<file path="src/rtl/tof_udp_packet_arbiter.sv">
// ---------------------------------------------------------------------------
// tof_udp_packet_arbiter
//
// Packet-level round-robin arbiter that merges NUM_PORTS HELIX-framed 16-bit
// AXI4-Stream sources into the single stream feeding the TOF UDP flow buffer.
// HELIX framing: tuser=1 marks the first beat of a packet, tlast the final one.
//
// A grant is held from the first beat to tlast, so packets never interleave.
// The block also enforces the flow buffer's framing limits:
//   * 1-word packets (runts) are dropped and counted,
//   * packets longer than MAX_WORDS are cut at MAX_WORDS (last forwarded beat
//     gets tlast forced) and the remainder is swallowed; counted once,
//   * beats arriving at the start of a grant without tuser are dropped one
//     at a time and counted.
//
// Ports
//   aclk, areset        clock, synchronous active-high reset
//   port_enable         per-port arbitration enable (sampled only when idle)
//   s_axis_t*           NUM_PORTS slave streams, port i data in [16i+15:16i]
//   m_axis_t*           merged stream, driven from a 1-entry output register
//   grant_id            port currently or most recently granted
//   busy                arbiter is inside a grant (not idle)
//   runt_count          saturating count of dropped runt packets
//   trunc_count         saturating count of truncated packets
//   framing_count       saturating count of dropped stray beats
// ---------------------------------------------------------------------------
module tof_udp_packet_arbiter #(
  parameter int NUM_PORTS = 4,
  parameter int MAX_WORDS = 1024,
  parameter int CNT_W     = 16
) (
  input  logic                    aclk,
  input  logic                    areset,
  input  logic [NUM_PORTS-1:0]    port_enable,
  input  logic [16*NUM_PORTS-1:0] s_axis_tdata,
  input  logic [NUM_PORTS-1:0]    s_axis_tvalid,
  output logic [NUM_PORTS-1:0]    s_axis_tready,
  input  logic [NUM_PORTS-1:0]    s_axis_tlast,
  input  logic [NUM_PORTS-1:0]    s_axis_tuser,
  output logic [15:0]             m_axis_tdata,
  output logic                    m_axis_tvalid,
  input  logic                    m_axis_tready,
  output logic                    m_axis_tlast,
  output logic                    m_axis_tuser,
  output logic [2:0]              grant_id,
  output logic                    busy,
  output logic [CNT_W-1:0]        runt_count,
  output logic [CNT_W-1:0]        trunc_count,
  output logic [CNT_W-1:0]        framing_count
);

  localparam int              WC_W      = $clog2(MAX_WORDS + 1);
  localparam logic [2:0]      LAST_PORT = 3'(NUM_PORTS - 1);
  localparam logic [WC_W-1:0] WC_MAX    = WC_W'(MAX_WORDS);

  typedef enum logic [1:0] {
    S_IDLE    = 2'd0,
    S_FIRST   = 2'd1,
    S_PASS    = 2'd2,
    S_DISCARD = 2'd3
  } state_t;

  state_t            state_q, state_d;
  logic [2:0]        rr_q, rr_d;
  logic [2:0]        grant_q, grant_d;
  logic [WC_W-1:0]   word_cnt_q, word_cnt_d;

  logic [15:0]       m_data_q, m_data_d;
  logic              m_valid_q, m_valid_d;
  logic              m_last_q, m_last_d;
  logic              m_user_q, m_user_d;

  logic [CNT_W-1:0]  runt_q, runt_d;
  logic [CNT_W-1:0]  trunc_q, trunc_d;
  logic [CNT_W-1:0]  framing_q, framing_d;

  logic [15:0]          port_data [NUM_PORTS];
  logic [NUM_PORTS-1:0] port_sel;
  logic [NUM_PORTS-1:0] cand;

  logic        g_valid, g_last, g_user, g_ready;
  logic [15:0] g_data;
  logic        accept, slot_free, cand_found;
  logic [2:0]  rr_pick;

  function automatic logic [2:0] wrap_inc(input logic [2:0] p);
    return (p == LAST_PORT) ? 3'd0 : p + 3'd1;
  endfunction

  function automatic logic [CNT_W-1:0] sat_inc(input logic [CNT_W-1:0] c);
    return (&c) ? c : c + CNT_W'(1);
  endfunction

  // Per-port slicing, grant decode and ready fan-out. Only the granted port
  // ever sees tready; in idle g_ready is 0 so no port does.
  genvar gi;
  generate
    for (gi = 0; gi < NUM_PORTS; gi++) begin : g_port
      assign port_data[gi]     = s_axis_tdata[16*gi +: 16];
      assign port_sel[gi]      = (grant_q == 3'(gi));
      assign s_axis_tready[gi] = port_sel[gi] & g_ready;
    end
  endgenerate

  // Mux of the granted port's stream signals.
  always_comb begin
    g_valid = 1'b0;
    g_last  = 1'b0;
    g_user  = 1'b0;
    g_data  = '0;
    for (int i = 0; i < NUM_PORTS; i++) begin
      if (port_sel[i]) begin
        g_valid = s_axis_tvalid[i];
        g_last  = s_axis_tlast[i];
        g_user  = s_axis_tuser[i];
        g_data  = port_data[i];
      end
    end
  end

  assign cand = s_axis_tvalid & port_enable;

  // Round-robin pick: scan rr_q, rr_q+1, ... (mod NUM_PORTS). The outer loop
  // runs from the farthest offset down so the nearest candidate is written
  // last and wins.
  always_comb begin
    rr_pick    = rr_q;
    cand_found = 1'b0;
    for (int k = NUM_PORTS - 1; k >= 0; k--) begin
      for (int i = 0; i < NUM_PORTS; i++) begin
        if (cand[i] && (((int'(rr_q) + k) % NUM_PORTS) == i)) begin
          rr_pick    = 3'(i);
          cand_found = 1'b1;
        end
      end
    end
  end

  assign slot_free = !m_valid_q || m_axis_tready;

  // While forwarding, the input only moves when the output slot can take the
  // beat; while discarding the tail of an over-long packet it always moves.
  always_comb begin
    case (state_q)
      S_FIRST, S_PASS: g_ready = slot_free;
      S_DISCARD:       g_ready = 1'b1;
      default:         g_ready = 1'b0;
    endcase
  end

  assign accept = g_valid & g_ready;

  // Next-state, output register load and counter updates.
  always_comb begin
    state_d    = state_q;
    rr_d       = rr_q;
    grant_d    = grant_q;
    word_cnt_d = word_cnt_q;
    // A held beat leaves the register once the sink takes it.
    m_valid_d  = m_valid_q & ~m_axis_tready;
    m_data_d   = m_data_q;
    m_last_d   = m_last_q;
    m_user_d   = m_user_q;
    runt_d     = runt_q;
    trunc_d    = trunc_q;
    framing_d  = framing_q;

    case (state_q)
      S_IDLE: begin
        // Arbitration cycle only; no beat is taken here.
        if (cand_found) begin
          grant_d = rr_pick;
          state_d = S_FIRST;
        end
      end

      S_FIRST: begin
        if (accept) begin
          if (!g_user) begin
            // Stray beat: drop it and re-arbitrate without moving rr, so the
            // same port gets a fair new chance at its next beat.
            framing_d = sat_inc(framing_q);
            state_d   = S_IDLE;
          end else if (g_last) begin
            runt_d  = sat_inc(runt_q);
            rr_d    = wrap_inc(grant_q);
            state_d = S_IDLE;
          end else begin
            m_valid_d  = 1'b1;
            m_data_d   = g_data;
            m_last_d   = 1'b0;
            m_user_d   = 1'b1;
            word_cnt_d = WC_W'(1);
            state_d    = S_PASS;
          end
        end
      end

      S_PASS: begin
        if (accept) begin
          word_cnt_d = word_cnt_q + WC_W'(1);
          m_valid_d  = 1'b1;
          m_data_d   = g_data;
          m_user_d   = 1'b0;
          if (g_last) begin
            m_last_d = 1'b1;
            rr_d     = wrap_inc(grant_q);
            state_d  = S_IDLE;
          end else if ((word_cnt_q + WC_W'(1)) == WC_MAX) begin
            // Packet hit the size limit: close it here and swallow the rest.
            m_last_d = 1'b1;
            trunc_d  = sat_inc(trunc_q);
            state_d  = S_DISCARD;
          end else begin
            m_last_d = 1'b0;
          end
        end
      end

      S_DISCARD: begin
        if (accept && g_last) begin
          rr_d    = wrap_inc(grant_q);
          state_d = S_IDLE;
        end
      end

      default: state_d = S_IDLE;
    endcase
  end

  always_ff @(posedge aclk) begin
    if (areset) begin
      state_q    <= S_IDLE;
      rr_q       <= '0;
      grant_q    <= '0;
      word_cnt_q <= '0;
      m_data_q   <= '0;
      m_valid_q  <= 1'b0;
      m_last_q   <= 1'b0;
      m_user_q   <= 1'b0;
      runt_q     <= '0;
      trunc_q    <= '0;
      framing_q  <= '0;
    end else begin
      state_q    <= state_d;
      rr_q       <= rr_d;
      grant_q    <= grant_d;
      word_cnt_q <= word_cnt_d;
      m_data_q   <= m_data_d;
      m_valid_q  <= m_valid_d;
      m_last_q   <= m_last_d;
      m_user_q   <= m_user_d;
      runt_q     <= runt_d;
      trunc_q    <= trunc_d;
      framing_q  <= framing_d;
    end
  end

  assign m_axis_tdata  = m_data_q;
  assign m_axis_tvalid = m_valid_q;
  assign m_axis_tlast  = m_last_q;
  assign m_axis_tuser  = m_user_q;
  assign grant_id      = grant_q;
  assign busy          = (state_q != S_IDLE);
  assign runt_count    = runt_q;
  assign trunc_count   = trunc_q;
  assign framing_count = framing_q;

endmodule

</file>
<file path="config.mk">
export PLATFORM = sky130hd
export DESIGN_NAME = tof_udp_packet_arbiter
export DESIGN_NICKNAME = d
export VERILOG_FILES = /design/src/rtl/tof_udp_packet_arbiter.sv
export SDC_FILE = /design/constraint.sdc
export NUM_CORES = 1
export LEC_CHECK = 0
export ABC_AREA = 1
export CAP_MARGIN = 15
export CELL_PAD_IN_SITES_DETAIL_PLACEMENT = 0
export CELL_PAD_IN_SITES_GLOBAL_PLACEMENT = 1
export CORE_ASPECT_RATIO = 0.6
export CORE_MARGIN = 2
export CORE_UTILIZATION = 30
export DETAILED_ROUTE_END_ITERATION = 6
export GPL_TIMING_DRIVEN = 0
export HOLD_SLACK_MARGIN = 0.1
export PLACE_DENSITY = 0.88
export SLEW_MARGIN = 20
export SYNTH_ARGS = -nofsm -noshare
export SYNTH_HDL_FRONTEND = slang
export SYNTH_SLANG_ARGS = --single-unit
</file>
<file path="constraint.sdc">
create_clock -name aclk -period 2 [get_ports aclk]
set_input_delay 0.3 -clock aclk [delete_from_list [all_inputs] [get_ports aclk]]
set_output_delay 0.3 -clock aclk [all_outputs]
set_load 0.03 [all_outputs]
</file>
**After elaboration in Yosys (flattened, before gate mapping)**

Cells that the tools add are included.

- Bits in registers: 86
- Input port bits: 83
- Word-level logic and storage cells: 195

- Add/sub/neg operators: 8
- Equal/unequal tests: 26
- Mux-type cells: 92
- Bitwise gates (word level): 16
- Reduce and logical (&&, ||, !) cells: 42

Operators by type and width:

| kind | count |
|---|---|
| 32-bit zero test | 4 |
| 16-bit 2-to-1 mux | 8 |
| 3-bit 2-to-1 mux | 22 |
| 16-bit by 1-bit adder with 16-bit output, second input constant | 3 |
| 16-bit AND reduction | 3 |
| 11-bit 2-to-1 mux | 4 |
| 1-bit 2-to-1 mux | 42 |
| 16-bit case mux with 2 select lines | 1 |
| 5-bit AND reduction | 5 |
| 11-bit case mux with 2 select lines | 1 |
| 3-bit == test, second input constant | 6 |
| 1-bit logical AND | 17 |
| 2-bit 2-to-1 mux | 8 |
| 3-bit by 2-bit == test with 1-bit output, second input constant | 5 |
| 2-bit inequality test, second input constant | 6 |
| 11-bit by 1-bit adder with 11-bit output, second input constant | 1 |
| 11-bit == test, second input constant | 1 |
| 3-bit case mux with 3 select lines | 1 |
| 2-bit == test, second input constant | 4 |
| 1-bit case mux with 2 select lines | 4 |
| 2-bit case mux with 4 select lines | 1 |
| 2-bit OR reduction | 4 |
| 1-bit bitwise AND | 6 |
| 1-bit inverter | 6 |
| 16 further kinds | 21 |

**Longest topological paths before layout**

Gate-level depths: netlist of run 1.

- Depth after elaboration: 23
- Depth in mapped cells: 19
- Depth with buffers taken out: 18

**Worst setup path before layout of run 1**

OpenSTA, ideal clock, no wires.

- Kind: register to register
- From: register grant_q[1], in the netlist grant_id[1]
- To: register framing_q[5], in the netlist framing_count[5]
- Data arrival time: 2.082 ns
- Data required time: 1.868 ns
- Setup slack: -0.214 ns
- Cell stages (with the launch flop): 15
- Clock period less this slack: 2.214 ns
- Path through: dfxtp_1 inv_1 ha_1 nor2_4 nand2_1 nand2_1 nand2_1 nand3_2 nand2_4 nor3_4 buf_6 inv_2 buf_6 nor4_2 nor3_1

- Cells in the longest elaborated chain, start to end: 7
- Elaborated cells on any way between the ends: 15

RTL lines:

| item | RTL line | source |
|---|---|---|
| start: declaration | 65 | `logic [2:0] grant_q, grant_d;` |
| start signal: assignment | 247 | `grant_q <= grant_d;` |
| 3-bit zero test | 100 | `assign port_sel[gi] = (grant_q == 3'(gi));` |
| 1-bit 2-to-1 mux (4 in a row) | 112 | `if (port_sel[i]) begin` |
| 1-bit bitwise AND / 1-bit inverter (equally long branches) | -- |  |
| 4-bit AND reduction (no line) (*) | -- |  |
| end signal: assignment | 255 | `framing_q <= framing_d;` |
| end: declaration | 75 | `logic [CNT_W-1:0] framing_q, framing_d;` |

Every way passes the cells marked *; elsewhere a longest branch is shown, timed or not.
A chain may end at the register's enable or synchronous reset.

**Worst setup path in the final report of run 1**

- From: register grant_q[1], in the netlist grant_id[1]
- To: register m_data_q[14], in the netlist m_axis_tdata[14]

- Cells in the longest elaborated chain, start to end: 9
- Elaborated cells on any way between the ends: 31

RTL lines:

| item | RTL line | source |
|---|---|---|
| 3-bit zero test | 100 |  |
| 16-bit 2-to-1 mux (4 in a row) | 112 |  |
| 16-bit 2-to-1 mux | 184 | `end else if (g_last) begin` |
| 16-bit 2-to-1 mux | 179 | `if (!g_user) begin` |
| 16-bit 2-to-1 mux | 178 | `if (accept) begin` |
| 16-bit case mux with 2 select lines | 168 | `case (state_q)` |
| end signal: assignment | 249 | `m_data_q <= m_data_d;` |
| end: declaration | 68 | `logic [15:0] m_data_q, m_data_d;` |

Parallel ways exist; a longest one is shown, timed or not. The select of a mux whose other input is x is not followed.

==> impl_metrics.tcl, run 1 <==
set metrics [dict create \
    grt_start_max_net_pins 17 \
    mappedNetlistArea_um2 5290 \
    fmaxAchievable_mhz 448 \
    global_route_wire_length_before_repair_mm 30.7 \
    detail_route.drc_violations 0 \
    grt_pass1_vias 5880 \
    critPathMaxFanout 8 \
    timing.final.crit_period_ns 2.23 \
    num_io_pins 158 \
    synth.yosys.warnings 0 \
    worst_hold_path.num_cells 2 \
    syn_avg_cell_area_um2 6.71 \
    path_delay_family "simple AND/OR/NAND/NOR gates" \
    ctsHtreeMaxLevel 3 \
    synthCells 788 \
    timing.setup.critical_path_class "flop to flop" \
    clk_pin_slew_worst_paths_ns 0.07 \
    die_outline_area_um2 18800 \
    synth_cell_type_count 49 \
    finalSetupViolCount 80 \
    start_kind "flop" \
    first_pass_iters 5 \
    postRouteWirelength_mm 20.0 \
    synth_enable_flop_cells 0 \
    static-leakage-power_uw 0.00327 \
    maximum_buffer_depth_of_the_clock_tree 2 \
    clock_tree.root_cell "sky130_fd_sc_hd__clkbuf_16" \
    timing.final.hold_violations 0 \
    coreArea_um2 17200 \
    post_route_cells_drive_above_1_share_pct 24.6 \
    nFillCells 1674 \
    ys_ff_latch 85 \
    tritoncts "done" \
    place.port_buffers 156 \
    finish.cell_count_without_fillers 1256 \
    r2r.worst_path.cells 15 \
    global_route.usage.total_pct 20.6 \
    postSynth.asyncResetShare_pct 0 \
    area_growth_syn_to_layout_pct 64.1 \
    highest_count_cells_in_the_layout_ignoring_fill_and_taps "sky130_fd_sc_hd__clkdlybuf4s50_1, sky130_fd_sc_hd__nand2_1, sky130_fd_sc_hd__nor2_1" \
    worstPathArrival_ns 2.47 \
    die_h_um 107 \
    outcome "finished, violations left" \
    critical_path.reg2reg.startpoint "grant_id[1]" \
    cp.depth 15 \
    antenna-diode-count 0 \
    setup.worst_path.start "grant_id[1]" \
    start_util_pct 30.7 \
    synth_top_flop_cell "sky130_fd_sc_hd__dfxtp_1" \
    drv_slew 0 \
    chipWidth_um 175 \
    layout_commonest_cell "sky130_fd_sc_hd__clkdlybuf4s50_1" \
    post-route-worst-setup-slack_ns -0.230 \
    path_cells "inv_4 -> ha_4 -> nand2_2 -> clkinv_4 -> nand2_2 -> nand3_2 -> o211ai_4 -> o21ai_4 -> inv_2 -> nand2_2 -> nand2_2 -> nand3_4 -> bufbuf_16 -> o21ai_0 -> nor2_1" \
    vdd_ir_drop_max_mv 0.521 \
    worst-slew-pin-transition_ns 0.894 \
    grt_antenna_before_repair 0 \
    row_count 37 \
    final_worst_path_period_share_pct 111 \
    cpPeakStageDelay_ns 0.38 \
    post-layout-total-power_uw 7080 \
    place_worst_setup_slack_ns -0.385 \
    route.detailed.vias_per_inst 4.97 \
    drt-initial-drc-count 590 \
    worst_clock_skew_ns 0.00977 \
    grt_setup_unrepaired "yes" \
    finish.net_count 1112 \
    numClockSinks 85 \
    crit_top_cell "sky130_fd_sc_hd__nand2_2" \
    cts_inserted_buffers 9 \
    finalSetupTns_ns -9.66 \
    violations_in_the_final_reports "negative setup slack" \
    synth_fp_nets 883 \
    hpwl_mm 14.2 \
    crit_path_end_kind "flop" \
    global_route.overflow_total 0 \
    slew-limit-headroom_pct 40.4 \
    avgRoutedWirePerCell_um 15.9 \
    final_weighted_congestion_in_routability_driven_placement 0.890 \
    synth.area.top_cells "sky130_fd_sc_hd__dfxtp_1, sky130_fd_sc_hd__nand2_1, sky130_fd_sc_hd__nor2_1" \
    postRouteAntennaNets 0 \
    proportion_of_synthesized_chip_area_in_sequential_cells_pct 32.2 \
    critical_path.slowest_cell "sky130_fd_sc_hd__dfxtp_4" \
    holdWs_ns 0.446 \
    synth.top_cell.area_share_pct 32.2 \
    holdCritStartpoint "areset" \
    maxCapViolCount 0 \
    dpl.cell_count 1178 \
    cts_hold_buffers 0 \
    critical_path.n_buffers_inverters 4 \
    worstSkewPairLatency_ns 0.34 \
    hold_path_class "input port to flop" \
    routed-via-count 6238 \
    yosysTopAreaCell "sky130_fd_sc_hd__dfxtp_1" \
    powerDensity_nw_per_um2 815 \
    timing.critical_path.required_ns 2.24 \
]
-- per-stage QoR --
| stage | util, % | area [um^2] |
|---|---|---|
| after floorplan | - | 5330 |
| after global placement | 41.7 | 7180 |
| after detailed placement | 41.7 | 7180 |
| after CTS | 48.2 | 8300 |
| after global routing | 50.4 | 8680 |
| final | 50.4 | 8680 |
-- cells in the mapped netlist, drive strengths merged (14+ instances only) --
master  number
dfxtp       85
nand2      153
a221oi      17
nand4       23
inv         90
nor2       126
o21ai       73
a21oi       51
nand3       45
buf         14
clkbuf      15
nor3        26
-- metal layers --
layer,vias up,global-route usage [%],part of all wire [%]
met3,16,5.57,7.1
met4,0,3.19,0.89
li1,3097,-,-
met2,208,30.8,41
met5,-,0,0
met1,2917,30.0,51
-- final timing paths --
path                                         end  slack [ns]
worst min register to register  m_axis_tdata[15]        0.48
worst min-delay path              runt_count[14]        0.45
worst max register to register  m_axis_tdata[14]       -0.23
worst max-delay path            m_axis_tdata[14]       -0.23
-- flip-flops by register name, summed over array words and instances, names as in the netlist --
| name | cells |
|---|---|
| rr_q | 2 |
| m_axis_tdata | 16 |
| state_q | 2 |
| word_cnt_q | 11 |
| trunc_count | 16 |
| m_axis_tlast | 1 |
| m_axis_tuser | 1 |
| grant_id | 3 |
| framing_count | 16 |
| runt_count | 16 |
| m_axis_tvalid | 1 |
-- logic make-up (layout without fill, tap and decap cells) --
logic type	after synthesis	after routing	synth area share, %
flops	85	85	32.2
fa+ha+maj	12	12	2.84
xor+xnor	24	24	4.11
compound gates	163	163	17.9
buf+inv	120	354	9.58
simple gates	384	384	33.4
-- layout make-up --
cell class	count	area (um^2)	area share (%)
Multi-Input combinational cell	583	3620	41.7
Timing Repair Buffer	221	2130	24.6
Sequential cell	85	1720	19.8
Inverter	91	377	4.34
Tap cell	234	293	3.37
Clock buffer	10	250	2.88
Buffer	26	201	2.32
Clock inverter	6	83.8	0.965
-- repair_timing --
action                                 in CTS  in global routing
endpoints found under the hold margin       0                  0
setup buffers                              41                 19
pin swaps                                  43                 34
setup endpoints to repair                  86                 87
resized for setup                         142                 80
gates cloned                                5                  0
-- report_power, final --
part	internal [uW]	leakage, uW	switching [uW]
registers	1760	0.000690	69.2
logic	1480	0.00241	1870
clock network	1170	0.000167	725
No activity file was read; power rests on OpenSTA's default activity.
==> run 2: changes to the inputs <==
--- a/config.mk
+++ b/config.mk
@@ -14,4 +14,5 @@
 export CORE_UTILIZATION = 30
 export DETAILED_ROUTE_END_ITERATION = 6
+export GPL_ROUTABILITY_DRIVEN = 0
 export GPL_TIMING_DRIVEN = 0
 export HOLD_SLACK_MARGIN = 0.1
==> constraint.sdc (replaced) <==
create_clock -name aclk -period 2 [get_ports aclk]
set_input_delay 0.3 -clock aclk [delete_from_list [all_inputs] [get_ports aclk]]
set_output_delay 0.3 -clock aclk [all_outputs]
set_load 0.01 [all_outputs]
==> impl_metrics.tcl, run 2 (same netlist as run 1, synthesis figures left out) <==
set metrics [dict create \
    avgRoutedWirePerCell_um 15.3 \
    numClockSinks 85 \
    hpwl_mm 13.5 \
    num_io_pins 158 \
    cpPeakStageDelay_ns 0.38 \
    maxCapViolCount 0 \
    die_outline_area_um2 18800 \
    detail_route.drc_violations 0 \
    post-route-worst-setup-slack_ns -0.169 \
    cts_inserted_buffers 9 \
    critical_path.slowest_cell "sky130_fd_sc_hd__dfxtp_4" \
    timing.setup.critical_path_class "flop to flop" \
    postRouteWirelength_mm 19.2 \
    crit_path_end_kind "flop" \
    antenna-diode-count 0 \
    finish.net_count 1112 \
    post_route_cells_drive_above_1_share_pct 26.7 \
    start_util_pct 30.7 \
    drv_slew 0 \
    global_route.overflow_total 0 \
    multi_input_comb_area_um2 3770 \
    ctsHtreeMaxLevel 3 \
    path_cells "ha_2 -> nand2_2 -> buf_6 -> buf_4 -> nand3_2 -> nand2_4 -> clkinv_4 -> buf_4 -> nand3_4 -> inv_6 -> buf_8 -> buf_12 -> nor2_1 -> nor2_1" \
    row_count 37 \
    timing.final.hold_violations 0 \
    tritoncts "done" \
    final_worst_path_period_share_pct 108 \
    routed-via-count 6172 \
    timing.critical_path.required_ns 2.23 \
    highest_count_cells_in_the_layout_ignoring_fill_and_taps "sky130_fd_sc_hd__clkdlybuf4s50_1, sky130_fd_sc_hd__nand2_1, sky130_fd_sc_hd__nor2_1" \
    global_route_wire_length_before_repair_mm 29.5 \
    dpl.cell_count 1178 \
    cts_hold_buffers 0 \
    outcome "finished, violations left" \
    layout_commonest_cell "sky130_fd_sc_hd__clkdlybuf4s50_1" \
    finish.cell_count_without_fillers 1256 \
    violations_in_the_final_reports "negative setup slack" \
    first_pass_iters 5 \
    grt_setup_unrepaired "yes" \
    powerDensity_nw_per_um2 766 \
    fmaxAchievable_mhz 461 \
    static-leakage-power_uw 0.00325 \
    postRouteAntennaNets 0 \
    grt_start_max_net_pins 17 \
    place.port_buffers 156 \
    die_h_um 107 \
    worst_clock_skew_ns 0.0119 \
    coreArea_um2 17200 \
    post-layout-total-power_uw 6730 \
    start_kind "flop" \
    grt_pass1_vias 5823 \
    clk_pin_slew_worst_paths_ns 0.07 \
    finalSetupViolCount 78 \
    drt-initial-drc-count 316 \
    global_route.usage.total_pct 19.6 \
    route.detailed.vias_per_inst 4.91 \
    final-seq-area_um2 1720 \
    worst-slew-pin-transition_ns 0.958 \
    fin_util_pct 51.0 \
    area_growth_syn_to_layout_pct 66.1 \
    slew-limit-headroom_pct 36.2 \
    timing.final.crit_period_ns 2.17 \
    vdd_ir_drop_max_mv 0.470 \
    critPathMaxFanout 7 \
    grt_antenna_before_repair 0 \
    nFillCells 1665 \
    worstSkewPairLatency_ns 0.34 \
    worstPathArrival_ns 2.40 \
    clock_tree.root_cell "sky130_fd_sc_hd__clkbuf_16" \
    hold_path_class "input port to flop" \
    chipWidth_um 175 \
    maximum_buffer_depth_of_the_clock_tree 2 \
]
## run 2: cell types whose count changed in the layout (fill, tap and decap cells not counted), sizes merged
cell,delta
clkbuf,+4
buf,-3
bufinv,-2
bufbuf,-1
clkinv,-1
clkinvlp,+1
dlygate4sd2,+1
inv,+1
## run 2: what timing repair did
action | 4_1_cts | 5_1_grt
setup endpoints to repair | 86 | 86
buffers inserted | 40 | 19
gates resized for setup | 117 | 132
pin swaps | 37 | 55
cloned | 4 | 1
## run 2: layer usage
metal	part of all wire (%)	wire length, um	GRT usage [%]	vias to the layer above
li1	-	-	-	3096
met1	48	9190	26.9	2867
met2	45	8580	30.8	186
met3	6.2	1190	5.21	23
met4	1.3	247	4.49	0
met5	0	0	0	-
## run 2: area by class of cell
cell class | instances | share of cell area (%)
flip-flops and latches | 85 | 19.6
multi-input cells | 583 | 42.9
inverters | 91 | 4.31
clock buffers | 11 | 2.88
well taps | 234 | 3.33
clock inverters | 5 | 0.484
repair buffers | 220 | 24.3
plain buffers | 27 | 2.21
## run 2: critical path: cells and delay by family (launching register included)
kind | cells | cell delay [ns]
adders and majority gates | 1 | 0.22
DFF | 1 | 0.38
and+or+nand+nor | 6 | 0.61
buffers and inverters | 7 | 0.83
## run 2: path summary, 6_finish.rpt
path,cells after the start,to,slack [ns],from
max,14,m_axis_tdata[1],-0.17,grant_id[0]
min reg2reg,2,m_axis_tdata[2],0.48,m_axis_tdata[2]
min,2,runt_count[14],0.47,areset
max reg2reg,14,m_axis_tdata[1],-0.17,grant_id[0]
## run 2: per-stage QoR
stage | setup slack [ns] | instance area [um^2] | setup TNS (ns) | hold slack [ns]
floorplan | 0.00471 | 5300 | 0 | 0.472
global placement | -0.386 | 7150 | -20.69 | 0.463
detailed placement | -0.395 | 7150 | -21.57 | 0.470
CTS | -0.0978 | 8170 | -2.45 | 0.470
global route | -0.286 | 8790 | -14.44 | 0.494
finish | -0.169 | 8790 | -6.54 | 0.473
## run 2: where the power goes
group,switching [uW],leakage [uW],total [uW],internal [uW]
registers,82.0,0.000689,1840,1760
logic,1770,0.00242,3230,1460
clock network,737,0.000142,1660,922
total,2590,0.00325,6730,4150
==> run 3: changes to the inputs <==
- SKIP_LAST_GASP: default -> 1
- TNS_END_PERCENT: default -> 1
==> impl_metrics.tcl, run 3 (same netlist as run 1, synthesis figures left out) <==
set metrics [dict create \
    stdcell_area_um2 8140 \
    numClockSinks 85 \
    clock_tree.root_cell "sky130_fd_sc_hd__clkbuf_16" \
    seq_power_share_pct 28.6 \
    postRouteAntennaNets 0 \
    fmaxAchievable_mhz 468 \
    critical_path.reg2reg.startpoint "grant_id[1]" \
    grt_setup_unrepaired "yes" \
    start_util_pct 30.7 \
    global_route.overflow_total 0 \
    met1_layer_usage_reported_by_global_route_pct 26.8 \
    hold_path_class "flop to flop" \
    timing.final.crit_period_ns 2.14 \
    tritoncts "done" \
    worstSkewPairLatency_ns 0.34 \
    outcome "finished, violations left" \
    static-leakage-power_uw 0.00303 \
    route.detailed.vias_per_inst 4.89 \
    setup.worst_path.start "grant_id[1]" \
    switching_power_share_of_the_total_pct 38.2 \
    whs_endpoint "state_q[1]" \
    cts_inserted_buffers 9 \
    die_outline_area_um2 18800 \
    holdCritStartpoint "state_q[1]" \
    grt_use_met2_pct 30.2 \
    worst_hold_path.num_cells 2 \
    postRouteWirelength_mm 18.4 \
    flop2flop_setup_slack_ns -0.14 \
    drt-initial-drc-count 430 \
    grt_busiest_layer "met2" \
    antenna-diode-count 0 \
    timing.setup.critical_path_class "flop to flop" \
    first_pass_iters 7 \
    worstPathArrival_ns 2.36 \
    cell_area_after_placement_um2 7150 \
    critical_path.slowest_cell "sky130_fd_sc_hd__dfxtp_4" \
    maxCapViolCount 0 \
    clk_pin_slew_worst_paths_ns 0.07 \
    powerDensity_nw_per_um2 791 \
    worst_clock_skew_ns 0.0108 \
    multi_input_comb_area_um2 3370 \
    area_growth_syn_to_layout_pct 53.8 \
    worst-slew-pin-transition_ns 0.707 \
    path_delay_family "simple AND/OR/NAND/NOR gates" \
    grt_pass1_vias 5691 \
    netSwitchingPower_uw 2460 \
    gr-usage-met3_pct 4.93 \
    layout_commonest_cell "sky130_fd_sc_hd__clkdlybuf4s50_1" \
    critical_path.n_buffers_inverters 2 \
    path_cells "inv_4 -> ha_4 -> nand2_4 -> nor2_4 -> nand2_2 -> a21oi_4 -> o22ai_4 -> nor2_1 -> nand2_4 -> nor2_4 -> inv_1 -> o21ai_1 -> a21oi_1" \
    post-route-worst-setup-slack_ns -0.136 \
    highest_count_cells_in_the_layout_ignoring_fill_and_taps "sky130_fd_sc_hd__clkdlybuf4s50_1, sky130_fd_sc_hd__nand2_1, sky130_fd_sc_hd__nor2_1" \
    clock_power_share_pct 25.9 \
    nFillCells 1739 \
    finalSetupViolCount 74 \
    vdd_ir_drop_max_mv 0.449 \
    avgRoutedWirePerCell_um 14.9 \
    maximum_buffer_depth_of_the_clock_tree 2 \
    global_route.usage.total_pct 19.2 \
    timing.final.hold_violations 0 \
    final-seq-area_um2 1720 \
    place.port_buffers 156 \
    drv_slew 0 \
    violations_in_the_final_reports "negative setup slack" \
    row_count 37 \
    ctsHtreeMaxLevel 3 \
    slew-limit-headroom_pct 52.9 \
    die_h_um 107 \
    dpl.cell_count 1178 \
    combinational_group_share_of_total_power_pct 45.6 \
    finish.cell_count_without_fillers 1238 \
    critPathMaxFanout 5 \
    num_io_pins 158 \
    r2r_end "runt_count[8]" \
    final_worst_path_period_share_pct 107 \
    finalSetupTns_ns -5.46 \
    routed-via-count 6053 \
    intPower_uw 3980 \
    global_route_wire_length_before_repair_mm 29.0 \
    hpwl_mm 13.5 \
    start_kind "flop" \
    grt_start_max_net_pins 16 \
    r2r.worst_path.cells 13 \
    post_route_cells_drive_above_1_share_pct 16.7 \
    detail_route.drc_violations 0 \
    timing.critical_path.required_ns 2.23 \
    place_worst_setup_slack_ns -0.395 \
    post-layout-total-power_uw 6440 \
    finish.net_count 1094 \
    chipWidth_um 175 \
    crit_path_end_kind "flop" \
    cpPeakStageDelay_ns 0.38 \
    coreArea_um2 17200 \
    grt_antenna_before_repair 0 \
]
==> run 3: cell count changes in the layout (fill, tap and decap cells not counted), sizes merged <==
cell / delta
buf: -20
clkbuf: -1
clkdlybuf4s50: +1
dlygate4sd2: +2
==> run 3: worst max path at each step <==
stage,endpoint,slack (ns),depth (start not counted)
after floorplan,framing_count[5],0.005,15
after global placement,framing_count[3],-0.39,14
after detailed placement,framing_count[3],-0.39,14
after CTS,word_cnt_q[1],-0.10,17
after global routing,runt_count[12],-0.26,16
final,runt_count[8],-0.14,13
==> run 3: final cells by class <==
type | count | area share (%)
timing repair buffer | 200 | 23.4
clock inverter | 5 | 0.523
clock buffer | 11 | 3.11
buffer | 29 | 2.34
inverter | 91 | 4.44
tap | 234 | 3.60
multi-input combinational | 583 | 41.4
sequential | 85 | 21.1
==> run 3: repair_timing <==
item / 4_1_cts / 5_1_grt
gates resized for setup: 73 / 27
buffers inserted: 35 / 8
pin swaps: 28 / 14
gates cloned: 1 / 0
endpoints found under the setup margin: 86 / 86
hold buffers: 0 / 0
==> run 3: through the flow <==
step                      hold slack (ns)  utilization, %
after global routing                0.499            47.3
after detailed placement            0.470            41.5
after global placement              0.463            41.5
after floorplan                     0.472               -
after CTS                           0.481            46.3
final                               0.471            47.3
==> run 3: metal layers <==
metal	routed length, um	vias to the layer above
met5	0	-
met4	219	0
li1	-	3057
met3	1190	19
met1	9100	2789
met2	7930	188
==> run 3: power groups by stage <==
stage               Sequential [uW]  Clock [uW]  Combinational, uW
floorplan                      1850           0               1430
global placement               1850           0               2160
detailed placement             1850           0               2160
CTS                            1830        1690               2750
global route                   1850        1760               3190
finish                         1840        1670               2940
==> run 3: tightest hold or removal path, delay by kind of cell (launching register included) <==
family	cells	cell delay [ns]
flip-flops	1	0.33
AND/OR/NAND/NOR	1	0.06
AO/OA/AOI/OAI	1	0.05
